[src/rtl/ct_pkg.sv]
// ct_pkg: shared helpers for the ct_* interconnect blocks.
// Provides ct_clog2 for parameter checks and the common pipeline depth limit.
package ct_pkg;

  // Deepest register chain any ct_* block supports.
  localparam int CT_MAX_PIPELINE = 8;

  // Ceiling log2; ct_clog2(1) = 0, ct_clog2(4) = 2, ct_clog2(5) = 3.
  function automatic int ct_clog2(input int value);
    int result;
    int rem;
    result = 0;
    rem    = value - 1;
    while (rem > 0) begin
      result++;
      rem = rem >> 1;
    end
    return result;
  endfunction

endpackage

[src/rtl/ct_pipe_mux_stage.sv]
// ct_pipe_stage: one valid/payload register of the ct_pipe_mux chain.
// The stage loads when told to and drops its word when the next stage
// (or the consumer) takes it without a replacement arriving.
module ct_pipe_stage #(
  parameter int WIDTH = 8
) (
  input  logic             clk,
  input  logic             reset_n,
  input  logic             load_i,
  input  logic             adv_i,
  input  logic [WIDTH-1:0] data_i,
  output logic             valid_o,
  output logic [WIDTH-1:0] data_o
);

  logic             valid_q, valid_d;
  logic [WIDTH-1:0] data_q, data_d;

  // Next state: a load always wins; otherwise an advance empties the stage.
  always_comb begin
    valid_d = load_i | (valid_q & ~adv_i);
    data_d  = load_i ? data_i : data_q;
  end

  // Register with asynchronous clear of both valid and payload.
  always_ff @(posedge clk or negedge reset_n) begin
    if (!reset_n) begin
      valid_q <= 1'b0;
      data_q  <= '0;
    end else begin
      valid_q <= valid_d;
      data_q  <= data_d;
    end
  end

  assign valid_o = valid_q;
  assign data_o  = data_q;

endmodule

[src/rtl/ct_pipe_mux.sv]
// ct_pipe_mux: N:1 AND-OR word multiplexer followed by PIPELINE valid/ready
// register stages with bubble collapse. PIPELINE = 0 is a pure combinational
// passthrough. Optional feature macro CT_PIPE_MUX_SELERR_EN adds the sel_err
// output, an out-of-range-select flag carried alongside each word.
module ct_pipe_mux
  import ct_pkg::*;
#(
  parameter int WIDTH     = 8,
  parameter int SIZE      = 4,
  parameter int SEL_WIDTH = 2,
  parameter int PIPELINE  = 1
) (
  input  logic                  clk,
  input  logic                  reset_n,
  input  logic [WIDTH*SIZE-1:0] in_data,
  input  logic [SEL_WIDTH-1:0]  in_sel,
  input  logic                  in_valid,
  output logic                  in_ready,
`ifdef CT_PIPE_MUX_SELERR_EN
  output logic                  sel_err,
`endif
  output logic [WIDTH-1:0]      out_data,
  output logic                  out_valid,
  input  logic                  out_ready
);

`ifdef CT_PIPE_MUX_SELERR_EN
  localparam int ERR_W = 1;
`else
  localparam int ERR_W = 0;
`endif
  localparam int PAY_W = WIDTH + ERR_W;

  if (SIZE < 1) begin : g_bad_size
    $error("ct_pipe_mux: SIZE must be at least 1");
  end
  if (ct_clog2(SIZE) > SEL_WIDTH) begin : g_bad_sel
    $error("ct_pipe_mux: SEL_WIDTH too narrow to address SIZE words");
  end
  if (PIPELINE < 0 || PIPELINE > CT_MAX_PIPELINE) begin : g_bad_pipe
    $error("ct_pipe_mux: PIPELINE out of range");
  end

  logic [WIDTH-1:0] sel_word;
  logic [PAY_W-1:0] pay_in;

  // AND-OR select: every word is masked by its own index match, so an
  // out-of-range select matches nothing and yields zero.
  always_comb begin
    sel_word = '0;
    for (int i = 0; i < SIZE; i++) begin
      sel_word |= in_data[i*WIDTH +: WIDTH] & {WIDTH{SEL_WIDTH'(i) == in_sel}};
    end
  end

`ifdef CT_PIPE_MUX_SELERR_EN
  logic sel_oor;
  assign sel_oor = ({1'b0, in_sel} >= (SEL_WIDTH+1)'(SIZE));
  assign pay_in  = {sel_oor, sel_word};
`else
  assign pay_in  = sel_word;
`endif

  if (PIPELINE == 0) begin : g_comb
    // No state at all: clock and reset are intentionally unused here.
    logic unused_clk_rst;
    assign unused_clk_rst = clk ^ reset_n;
    assign out_data       = pay_in[WIDTH-1:0];
    assign out_valid      = in_valid;
    assign in_ready       = out_ready;
`ifdef CT_PIPE_MUX_SELERR_EN
    assign sel_err        = in_valid & pay_in[WIDTH];
`endif
  end else begin : g_pipe
    logic [PIPELINE-1:0] v;
    logic [PIPELINE:0]   chain_v;
    logic [PIPELINE:0]   take;
    logic [PAY_W-1:0]    chain_d [PIPELINE+1];

    // chain_v[k] / chain_d[k] is what feeds stage k; index 0 is the mux.
    assign chain_v    = {v, in_valid};
    assign chain_d[0] = pay_in;

    // Ready chain, evaluated from the output backwards: take[k] means stage k
    // loads this cycle, take[PIPELINE] means the consumer takes the last word.
    // An empty stage loads regardless of downstream, which collapses bubbles.
    always_comb begin
      take           = '0;
      take[PIPELINE] = out_ready;
      for (int k = PIPELINE-1; k >= 0; k--) begin
        take[k] = chain_v[k] & (~v[k] | take[k+1]);
      end
    end

    for (genvar k = 0; k < PIPELINE; k++) begin : g_stage
      ct_pipe_stage #(
        .WIDTH (PAY_W)
      ) u_stage (
        .clk     (clk),
        .reset_n (reset_n),
        .load_i  (take[k]),
        .adv_i   (take[k+1]),
        .data_i  (chain_d[k]),
        .valid_o (v[k]),
        .data_o  (chain_d[k+1])
      );
    end

    // Held low during reset so nothing is accepted into a clearing pipeline.
    assign in_ready  = reset_n & (~v[0] | take[1]);
    assign out_valid = v[PIPELINE-1];
    assign out_data  = chain_d[PIPELINE][WIDTH-1:0];
`ifdef CT_PIPE_MUX_SELERR_EN
    assign sel_err   = v[PIPELINE-1] & chain_d[PIPELINE][WIDTH];
`endif
  end

endmodule
[config.mk]
export PLATFORM = sky130hd
export DESIGN_NAME = ct_pipe_mux
export DESIGN_NICKNAME = d
export VERILOG_FILES = /design/src/rtl/ct_pkg.sv /design/src/rtl/ct_pipe_mux_stage.sv /design/src/rtl/ct_pipe_mux.sv
export SDC_FILE = /design/constraint.sdc
export NUM_CORES = 1
export LEC_CHECK = 0
export CAP_MARGIN = 25
export CORE_UTILIZATION = 33
export CTS_BUF_LIST = sky130_fd_sc_hd__clkbuf_4 sky130_fd_sc_hd__clkbuf_8 sky130_fd_sc_hd__clkbuf_16
export DETAILED_ROUTE_END_ITERATION = 8
export PLACE_DENSITY = 0.92
export SYNTH_ARGS = -nofsm -noshare
export SYNTH_HDL_FRONTEND = slang
export SYNTH_SLANG_ARGS = --single-unit
[constraint.sdc]
create_clock -name clk -period 3.1 [get_ports clk]
set_input_delay 0.62 -clock clk [delete_from_list [all_inputs] [get_ports clk]]
set_output_delay 0.62 -clock clk [all_outputs]
set_load 0.005 [all_outputs]
==> impl_metrics.yaml <==
critical_path:
  rrSetupSlack_ns: 1.58
  cp_max_fo: 12
  r2r_end: "g_pipe.g_stage[0].u_stage.data_o[1]"
  r2r_cells: 3
  crit_arrival_ns: 2.04
  worstSetupPathType: "in -> out"
  setup.worst_path.start_class: "input port"
  setup.worst_path.end_class: "output pin"
  cp.required_ns: 2.48
  r2r-start: "g_pipe.g_stage[0].u_stage.valid_o"
timing:
  max_freq_mhz: 376
  hold_violations: 0
  grt_setup_unrepaired: "no"
  fin_crit_ns: 2.66
  setup-tns-final_ns: 0
  fin_crit_sh_pct: 85.8
  fin_ws_ns: 0.440
  worstMarginPinSlew_ns: 0.569
  slew_violations: 0
  clock_skew_ns: 0.00143
  slew-limit-headroom_pct: 62.0
  final-setup-viol-count: 0
yosys:
  synth_nets: 89
  synthesis.area_um2: 568
  async_flop_share_pct: 100
  yosysWarnings: 0
  yosysSeqAreaShare_pct: 39.6
  postSynthAreaPerCell_um2: 11.1
  ys_ff_latch: 9
  ys.flop_type: "dfrtp_1"
  synth_cells: 51
  post-synth-top-area-cell: "dfrtp_1"
  synth_enable_flop_cells: 0
  yosys-top-cells-count: "mux2i_1 (16), dfrtp_1 (9), o21ai_0 (8)"
  synth_area_leaders: "dfrtp_1 (40%), mux2i_1 (28%), o221ai_1 (11%)"
  synth_top_area_share_pct: 39.6
  yosysMostFrequentCell: "mux2i_1"
  synth.distinct_cells: 13
worst_hold_path:
  hold_depth: 2
  min_to: "g_pipe.g_stage[0].u_stage.data_o[3]"
  hold_start: "g_pipe.g_stage[0].u_stage.data_o[3]"
  hold_class: "reg -> reg"
route:
  routed_wl_um: 1570
  num_vias: 607
  drt_iter0_markers: 18
  wire_per_inst_um: 13.6
  drcViolationCount: 14
  drt_pass1_iterations: 6
  vias_per_cell: 5.23
  final_antenna_net_count: 0
power_and_ir_drop:
  power_density_mw_per_mm2: 354
  p_leak_nw: 0.453
  peakVddDrop_mv: 0.247
finish:
  drive_above_1_share_pct: 8.00
  fin_area_mm2: 0.00107
  syn2layout_area_growth_pct: 89.0
  nets: 139
  num_antenna_cells: 0
clocking:
  cts_resized: 0
  cts_made_buffers: 3
  cts_buffer_depth: 2
  holdBufCountCts: 0
  cts_tree: "built"
  clk_latency_ns: 0.25
  root_buffer: "clkbuf_4"
  cts_post_setup_buffers_inserted: 0
  cts_sinks: 9
  clkSlewWorstSetupHoldPaths_ns: 0.06
  cts_max_level: 1
global_routing:
  antenna_found_initial: 0
  grt_pass1_wl_um: 2610
  grt_overflow: 0
  grtUsageTotal_pct: 18.3
  grt_max_degree: 13
  first_global_vias: 633
placement:
  gp_congestion: 0.745
  pre_cts_ws_ns: 0.450
  post-dp-hpwl_um: 1260
  io_buffers: 47
  placed_area_mm2: 0.00104
die:
  dieArea_mm2: 0.00189
  rows: 14
  die_h_um: 43.5
  ios: 48
  die_x_um: 43.5
  start_util_pct: 36.4
  core_area_mm2: 0.00156
outcome:
  status: "finished with violations"
  violations: "design-rule violations"
job:
  cap_violations: 0
per-layer routing:
layer	share of wire, %	up-vias	track usage, %	wire length, um
met2	39	44	26.7	614
met3	16	2	8.33	246
met4	0.89	0	8.75	14
met1	44	262	22.9	697
met5	0	-	0	0
li1	-	299	-	-
cells in the final DEF, fill, tap and decap left out:
cell / synthesis / final
or2_1: 1 / 1
clkdlybuf4s50_1: 0 / 47
or3_1: 1 / 1
nand3b_1: 1 / 1
o221ai_2: 1 / 1
o221ai_1: 7 / 7
o21ai_0: 8 / 8
buf_4: 2 / 2
mux2i_1: 16 / 16
clkbuf_4: 0 / 4
inv_2: 1 / 1
dfrtp_1: 9 / 9
nor2b_1: 2 / 2
worst max-delay path by stage:
stage / from / end / cells past startpoint
6_report: out_ready / in_ready / 4
5_1_grt: out_ready / in_ready / 4
4_1_cts: out_ready / in_ready / 4
3_5_place_dp: out_ready / in_ready / 4
3_3_place_gp: out_ready / in_ready / 4
2_1_floorplan: out_ready / in_ready / 3
logic make-up after synthesis:
kind of cell,synth area share [%]
flops,39.6
buf+inv,5.94
compound gates,20.5
mux,28.2
simple gates,5.73
layout make-up:
cell class | instances | area (um^2)
inverters | 1 | 3.75
well taps | 16 | 20.0
repair buffers | 49 | 485
flip-flops and latches | 9 | 225
clock buffers | 4 | 30.0
multi-input cells | 37 | 309
fillers | 111 | 485
state kept, by name, indices dropped and copies added (netlist names):
| register | count |
|---|---|
| g_pipe.g_stage.u_stage.data_o | 8 |
| g_pipe.g_stage.u_stage.valid_o | 1 |
where the power goes:
part,switching [mW],internal (mW)
Clock,0.0370,0.0581
Combinational,0.0450,0.0960
Sequential,0.00854,0.136
worst max-delay path, cell delays in order:
cell and delay, ns:
clkdlybuf4s50_1 0.39, nor2b_1 0.46, nor2b_1 0.10, clkdlybuf4s50_1 0.47
per-stage QoR:
step	power (mW)	instances	utilization [%]	hold slack (ns)
after global routing	0.406	116	68.9	0.568
after detailed placement	0.287	112	66.9	0.515
final	0.380	116	68.9	0.526
after global placement	0.285	112	66.9	0.503
after CTS	0.384	116	68.9	0.529
after floorplan	0.193	51	-	0.324
Note: power is estimated with default switching activity, not from simulation.
